--- config.mk ---
export PLATFORM = sky130hd
export DESIGN_NAME = lc3_regfile_pipe
export DESIGN_NICKNAME = d
export VERILOG_FILES = /design/src/rtl/lc3_regfile_pipe.sv
export SDC_FILE = /design/constraint.sdc
export NUM_CORES = 1
export LEC_CHECK = 0
export ABC_AREA = 1
export CORE_MARGIN = 10
export CORE_UTILIZATION = 57
export DETAILED_ROUTE_END_ITERATION = 8
export GPL_TIMING_DRIVEN = 1
export HOLD_SLACK_MARGIN = 0.08
export PLACE_DENSITY = 0.84
export SETUP_SLACK_MARGIN = 0.5
export SLEW_MARGIN = 20
export SYNTH_ARGS = -nofsm -noshare
export SYNTH_HDL_FRONTEND = slang
export SYNTH_SLANG_ARGS = --single-unit
--- constraint.sdc ---
create_clock -name clk -period 3.9 [get_ports clk]
set_clock_uncertainty 0.2 [all_clocks]
set_input_delay 0.78 -clock clk [delete_from_list [all_inputs] [get_ports clk]]
set_output_delay 0.78 -clock clk [all_outputs]
set_load 0.005 [all_outputs]
--- src/rtl/lc3_regfile_pipe.sv ---
// LC-3 register file with per-register pending-write scoreboard and N/Z/P condition codes.
// Optional same-cycle writeback bypass on both read ports: define LC3_RF_BYPASS_EN.
module lc3_regfile_pipe #(
  parameter int  DATA_W = 16,
  parameter int  NREG   = 8,
  parameter int  PEND_W = 2,
  localparam int ADDR_W = (NREG > 1) ? $clog2(NREG) : 1
) (
  input  logic              clk,
  input  logic              rst,
  input  logic [ADDR_W-1:0] rd_addr_a,
  input  logic [ADDR_W-1:0] rd_addr_b,
  output logic [DATA_W-1:0] rd_data_a,
  output logic [DATA_W-1:0] rd_data_b,
  output logic              rd_busy_a,
  output logic              rd_busy_b,
  input  logic              iss_valid,
  input  logic [ADDR_W-1:0] iss_addr,
  output logic              iss_ready,
  input  logic              wb_valid,
  input  logic [ADDR_W-1:0] wb_addr,
  input  logic [DATA_W-1:0] wb_data,
  input  logic              cc_ld,
  output logic [2:0]        cc_nzp,
  output logic              sb_err
);

  localparam logic [PEND_W-1:0] PEND_MAX = '1;
  localparam logic [PEND_W-1:0] PEND_ONE = PEND_W'(1);

  logic [DATA_W-1:0] regs [NREG];
  logic [PEND_W-1:0] cnt  [NREG];

  logic              iss_acc;
  logic [NREG-1:0]   inc_vec;
  logic [NREG-1:0]   dec_vec;

  function automatic logic [2:0] nzp_of(input logic [DATA_W-1:0] d);
    if (d[DATA_W-1])  return 3'b100;
    else if (d == '0) return 3'b010;
    else              return 3'b001;
  endfunction

  // A writeback to the issuing register frees a slot this cycle, so saturation is not a stall.
  assign iss_ready = (cnt[iss_addr] != PEND_MAX) || (wb_valid && (wb_addr == iss_addr));
  assign iss_acc   = iss_valid && iss_ready;

  // NOTE: every always_comb output gets a default first so no path can infer a latch.
  always_comb begin
    inc_vec = '0;
    dec_vec = '0;
    for (int i = 0; i < NREG; i++) begin
      inc_vec[i] = iss_acc  && (iss_addr == ADDR_W'(i));
      dec_vec[i] = wb_valid && (wb_addr  == ADDR_W'(i));
    end
  end

`ifdef LC3_RF_BYPASS_EN
  logic byp_a;
  logic byp_b;

  always_comb begin
    byp_a     = wb_valid && (wb_addr == rd_addr_a);
    byp_b     = wb_valid && (wb_addr == rd_addr_b);
    rd_data_a = byp_a ? wb_data : regs[rd_addr_a];
    rd_data_b = byp_b ? wb_data : regs[rd_addr_b];
    // The last outstanding write retiring now clears busy unless a new issue refills it.
    rd_busy_a = (cnt[rd_addr_a] != '0) &&
                !(byp_a && (cnt[rd_addr_a] == PEND_ONE) && !inc_vec[rd_addr_a]);
    rd_busy_b = (cnt[rd_addr_b] != '0) &&
                !(byp_b && (cnt[rd_addr_b] == PEND_ONE) && !inc_vec[rd_addr_b]);
  end
`else
  assign rd_data_a = regs[rd_addr_a];
  assign rd_data_b = regs[rd_addr_b];
  assign rd_busy_a = (cnt[rd_addr_a] != '0);
  assign rd_busy_b = (cnt[rd_addr_b] != '0);
`endif

  // NOTE: state uses non-blocking assignments so every register samples pre-edge values.
  always_ff @(posedge clk) begin
    if (!rst) begin
      // NOTE: the architectural registers must read 0 after reset, so the array is reset
      // explicitly here rather than left as uninitialised storage.
      for (int i = 0; i < NREG; i++) begin
        regs[i] <= '0;
        cnt[i]  <= '0;
      end
      cc_nzp <= 3'b010;
      sb_err <= 1'b0;
    end else begin
      if (wb_valid) begin
        regs[wb_addr] <= wb_data;
        if (cnt[wb_addr] == '0) sb_err <= 1'b1;
        if (cc_ld)              cc_nzp <= nzp_of(wb_data);
      end
      for (int i = 0; i < NREG; i++) begin
        if (inc_vec[i] && !dec_vec[i])
          cnt[i] <= cnt[i] + PEND_ONE;
        else if (dec_vec[i] && !inc_vec[i] && (cnt[i] != '0))
          cnt[i] <= cnt[i] - PEND_ONE;
      end
    end
  end

endmodule
======== Word-level counts from Yosys, hierarchy flattened ========
Memories as Yosys holds them, arrays and structs flattened.
Index checks and enable logic that the tools add are counted.
storage, ports and cells
  memories ................................ 2
  bits in writable memories ............... 144
  bits of input ports ..................... 33
  flip-flop bits (word level) ............. 4
cells by class
  equality and inequality tests ........... 16
  reduce and logical (&&, ||, !) cells .... 76
  add/subtract/negate cells ............... 16
  muxes and demuxes ....................... 81
  bitwise operators ....................... 16
memory list
  memory  depth  width  rd ports  clocked after Yosys merged registers in  write ports  line  text
  regs    8      16     2         0                                        8            31    logic [DATA_W-1:0] regs [NREG];
  cnt     8      2      12        0                                        8            32    logic [PEND_W-1:0] cnt [NREG];
operators with widths
  operator                                                               number
  1-bit 2-to-1 mux                                                       61
  1-bit logical AND                                                      42
  2-bit 2-to-1 mux                                                       17
  3-bit equality test, second input constant                             8
  2-bit nonzero test                                                     10
  2-bit by 1-bit adder with 2-bit output, second input constant          8
  1-bit zero test                                                        16
  16-bit zero test                                                       1
  16-bit 2-to-1 mux                                                      1
  1-bit OR                                                               16
  16-bit OR reduction                                                    1
  2-bit by 1-bit subtractor with 2-bit output, second input constant     8
  3-bit by 2-bit equality test with 1-bit output, second input constant  4
  3-bit by 1-bit equality test with 1-bit output, second input constant  2
  3-bit zero test                                                        2
  3-bit 2-to-1 mux                                                       2
  2-bit AND reduction                                                    2
  3-bit equality test                                                    1
  2-bit zero test                                                        1
  2-bit != test, second input constant                                   1
  1-bit logical OR                                                       1

======== Longest topological paths before layout ========
  depth in word-level cells ............... 13
  depth in mapped cells ................... 15
  depth with buffers taken out ............ 13

======== Least setup slack after synthesis ========
OpenSTA, ideal clock, no wires.
  path kind ............................... input port to output port
  start ................................... in rd_addr_a[0]
  end ..................................... out rd_data_a[11]
  path slack .............................. 1137 ps
  arrival ................................. 1783 ps
  data required time ...................... 2920 ps
  stages on the path ...................... 8
  cell sequence ........................... buf_2 inv_1 buf_2 clkbuf_1 nand2_1 o21ai_0 a21oi_1 a31oi_1
between the ends
  cells in the longest elaborated chain, start to end .. 1
ends and longest elaborated chain
  item                    line  text
  start: declaration      11    input logic [ADDR_W-1:0] rd_addr_a,
  memory read 8 x 16 bit  -
  end: declaration        13    output logic [DATA_W-1:0] rd_data_a,
Every way passes these cells.

======== Worst setup path after layout ========
  start ................................... in rd_addr_a[0]
  end ..................................... out rd_data_a[2]
The elaborated chain is that of the path after synthesis.

==> flow_results.xml <==
<?xml version="1.0" encoding="UTF-8"?>
<metrics>
  <group name="die">
    <metric name="chipWidth" unit="um">142</metric>
    <metric name="die-height" unit="um">142</metric>
    <metric name="pin_count" unit="">72</metric>
    <metric name="start_util" unit="%">58.1</metric>
    <metric name="core_region_area" unit="mm2">0.0145</metric>
    <metric name="fp.dieArea" unit="mm2">0.0201</metric>
    <metric name="fp-row-count" unit="">44</metric>
  </group>
  <group name="sta">
    <metric name="tns" unit="ps">0</metric>
    <metric name="max-slew-margin-rel" unit="%">58.9</metric>
    <metric name="period_needed" unit="ps">3420</metric>
    <metric name="tightest_slew" unit="ps">616</metric>
    <metric name="final_min_period_over_clock_period" unit="%">87.8</metric>
    <metric name="setup_viol_count_final" unit="">0</metric>
    <metric name="f_max" unit="GHz">0.292</metric>
    <metric name="final_hold_viol_count" unit="">0</metric>
    <metric name="rsz0062_at_grt" unit="">yes</metric>
    <metric name="final-max-slew-violation-count" unit="">0</metric>
  </group>
  <group name="setup_path">
    <metric name="crit_arrival" unit="ps">2440</metric>
    <metric name="cp_max_fo" unit="">24</metric>
    <metric name="worst-endpoint-required" unit="ps">2920</metric>
    <metric name="worst_r2r_path_depth" unit="">11</metric>
    <metric name="path_class" unit="">primary input to primary output</metric>
    <metric name="critPathLaunchType" unit="">primary input</metric>
    <metric name="endpoint_kind" unit="">primary output</metric>
  </group>
  <group name="drt">
    <metric name="route.detailed.drc" unit="">0</metric>
    <metric name="vias" unit="">8332</metric>
    <metric name="routed_wl_met2" unit="um">12800</metric>
    <metric name="dr_wl_met3" unit="um">3940</metric>
    <metric name="finalWirelength" unit="um">27900</metric>
    <metric name="dr.pass1.iters" unit="">6</metric>
    <metric name="met1_wirelength" unit="um">10100</metric>
    <metric name="drt-wirelength-per-cell" unit="um">21.4</metric>
    <metric name="drt-initial-drc-count" unit="">1866</metric>
    <metric name="post_drt_via_cell_ratio" unit="">6.39</metric>
    <metric name="highest-signal-layer" unit="">met4</metric>
    <metric name="detail-route-antenna-nets" unit="">0</metric>
  </group>
  <group name="logic_synthesis">
    <metric name="netlist-cell-type-count" unit="">30</metric>
    <metric name="syn-mean-instance-area" unit="um2">8.12</metric>
    <metric name="yosys_register_bits" unit="">148</metric>
    <metric name="synth_nets" unit="">1073</metric>
    <metric name="syn_area" unit="mm2">0.00844</metric>
    <metric name="synth_warnings" unit="">0</metric>
    <metric name="seq_area_frac_synth" unit="%">52.2</metric>
    <metric name="post_synth_inst_count" unit="">1039</metric>
  </group>
  <group name="clock_network">
    <metric name="cts_made_buffers" unit="">17</metric>
    <metric name="tritoncts_num_sinks" unit="">148</metric>
    <metric name="cts.clk_slew.worst_paths" unit="ps">50</metric>
    <metric name="worst_skew_pair.late_latency" unit="ps">420</metric>
    <metric name="cts_root_buf" unit="">sky130_fd_sc_hd__clkbuf_16</metric>
    <metric name="cts_max_level" unit="">4</metric>
    <metric name="hold_buffers" unit="">0</metric>
    <metric name="cts_max_path_buffers" unit="">2</metric>
    <metric name="cts_tree" unit="">done</metric>
  </group>
  <group name="placement">
    <metric name="detailed_place_hpwl" unit="um">17700</metric>
    <metric name="gpl.final_weighted_congestion" unit="">0.968</metric>
    <metric name="dp.cells" unit="">1265</metric>
    <metric name="io_buffer_count" unit="">71</metric>
  </group>
  <group name="grt">
    <metric name="grt_max_degree" unit="">69</metric>
    <metric name="grt_antenna_before_repair" unit="">0</metric>
    <metric name="global_route_wire_length_before_repair" unit="um">40500</metric>
    <metric name="grt_ovf" unit="">0</metric>
    <metric name="first_global_vias" unit="">7539</metric>
    <metric name="global_route.usage.total" unit="%">25.8</metric>
  </group>
  <group name="flow_run">
    <metric name="cap_violations" unit="">0</metric>
  </group>
  <group name="pwr">
    <metric name="vdd_ir_drop_max" unit="V">0.000501</metric>
    <metric name="static-leakage-power" unit="nW">4.07</metric>
    <metric name="power_per_cell_area" unit="mW/mm2">398</metric>
  </group>
  <group name="min_path">
    <metric name="timing.hold.worst_path_depth" unit="">2</metric>
    <metric name="hp-class" unit="">flop to flop</metric>
  </group>
  <group name="layout">
    <metric name="antenna_cells_inserted" unit="">0</metric>
    <metric name="post_route_cells_drive_above_1_share" unit="%">9.20</metric>
    <metric name="most_frequent_standard_cell_in_the_layout_excluding_fill_and_tap_cells" unit="">sky130_fd_sc_hd__nor2_1</metric>
    <metric name="layout-area-overhead-vs-synth" unit="%">19.9</metric>
    <metric name="num-nets-final" unit="">1142</metric>
    <metric name="final_core_utilization" unit="%">69.6</metric>
    <metric name="mostFrequentLayoutCells" unit="">sky130_fd_sc_hd__nor2_1 (214), sky130_fd_sc_hd__nand2_1 (159), sky130_fd_sc_hd__edfxtp_1 (144)</metric>
    <metric name="instances_no_fill" unit="">1303</metric>
  </group>
  <group name="run_status">
    <metric name="run_status" unit="">complete, no violations</metric>
  </group>
</metrics>
-- synthesized netlist by cell type --
library cell                instances  share of area [%]
sky130_fd_sc_hd__a21boi_0           5               0.44
sky130_fd_sc_hd__a21oi_1           78                4.6
sky130_fd_sc_hd__a31oi_1           32                2.4
sky130_fd_sc_hd__buf_1              1              0.044
sky130_fd_sc_hd__buf_2              8               0.47
sky130_fd_sc_hd__buf_6              3               0.40
sky130_fd_sc_hd__clkbuf_1          51                2.3
sky130_fd_sc_hd__clkinv_1           5               0.22
sky130_fd_sc_hd__dfxtp_1            4               0.95
sky130_fd_sc_hd__edfxtp_1         144                 51
sky130_fd_sc_hd__ha_1               1               0.15
sky130_fd_sc_hd__inv_1             93                4.1
sky130_fd_sc_hd__inv_2             12               0.53
sky130_fd_sc_hd__nand2_1          159                7.1
sky130_fd_sc_hd__nand2_2            5               0.37
sky130_fd_sc_hd__nand3_1           20                1.2
sky130_fd_sc_hd__nand3_2            4               0.47
sky130_fd_sc_hd__nand3_4            1               0.21
sky130_fd_sc_hd__nand3b_1           1              0.089
sky130_fd_sc_hd__nand4_1            8               0.59
sky130_fd_sc_hd__nor2_1           214                9.5
sky130_fd_sc_hd__nor3_1             5               0.30
sky130_fd_sc_hd__nor3_2             2               0.24
sky130_fd_sc_hd__nor4_1             4               0.30
sky130_fd_sc_hd__o2111ai_1          1               0.10
sky130_fd_sc_hd__o211ai_1          36                3.2
sky130_fd_sc_hd__o21ai_0          138                8.2
sky130_fd_sc_hd__o21ai_1            1              0.059
sky130_fd_sc_hd__o221ai_1           2               0.21
sky130_fd_sc_hd__o22ai_1            1              0.074
-- path summary, 6_finish.rpt --
| path | slack (ps) | to | start |
|---|---|---|---|
| worst max register to register | 1700 | cnt[5][1] | cnt[5][0] |
| worst min register to register | 290 | cc_nzp[0] | cc_nzp[0] |
| worst max-delay path | 480 | rd_data_a[2] | rd_addr_a[0] |
| worst min-delay path | 290 | cc_nzp[0] | cc_nzp[0] |
-- where the power goes --
part           switching [mW]  internal (mW)  total [mW]
Sequential             0.0525           1.85        1.90
Combinational           0.418          0.254       0.672
Clock                   0.599          0.857        1.46
-- per-layer routing --
layer  up-vias  GRT usage, %
met2       721          39.7
met5         -             0
met1      3798          34.4
li1       3698             -
met3       115          5.51
met4         0          11.2
-- final cells by class --
cell class / instances / area [um2]
fillers: 1121 / 4420
inverters: 110 / 418
clock inverters: 8 / 62.6
repair buffers: 113 / 1160
clock buffers: 22 / 444
flip-flops and latches: 148 / 4400
well taps: 184 / 230
multi-input cells: 718 / 3400
-- timing repair --
action,CTS,global route
setup buffers,1,2
endpoints found under the setup margin,30,26
gates resized for setup,18,18
pin swaps,0,1
cloned,0,5
-- registers in the layout, indices dropped and copies added (netlist names) --
register / count
regs: 128
cnt: 16
cc_nzp: 3
sb_err: 1
-- metrics by stage --
stage                     setup slack, ps  hold slack [ps]  total power [mW]  cell area (um2)
after global routing                  460              322              4.12            10100
after detailed placement              368              260              2.54             9400
final                                 477              289              4.03            10100
after global placement                387              254              2.53             9400
after floorplan                      1140              260              2.25             8440
after CTS                             469              297              3.97             9970
-- critical path: stages --
cell and delay [ps]:
sky130_fd_sc_hd__buf_2 190, sky130_fd_sc_hd__inv_2 90, sky130_fd_sc_hd__clkbuf_16 200, sky130_fd_sc_hd__o21ai_0 230
sky130_fd_sc_hd__a21oi_2 110, sky130_fd_sc_hd__a31oi_1 240, sky130_fd_sc_hd__clkdlybuf4s50_1 580
-- cell families (layout without fill, tap and decap cells) --
| group | count (synthesis) | after routing | share of synthesized area (%) |
|---|---|---|---|
| AND/OR/NAND/NOR | 423 | 423 | 20.3 |
| AO/OA/AOI/OAI | 294 | 294 | 19.3 |
| buffers and inverters | 173 | 253 | 8.08 |
| flip-flops | 148 | 148 | 52.2 |
| adder cells (fa/ha/maj) | 1 | 1 | 0.148 |
Power figures use the tool's default switching activity.
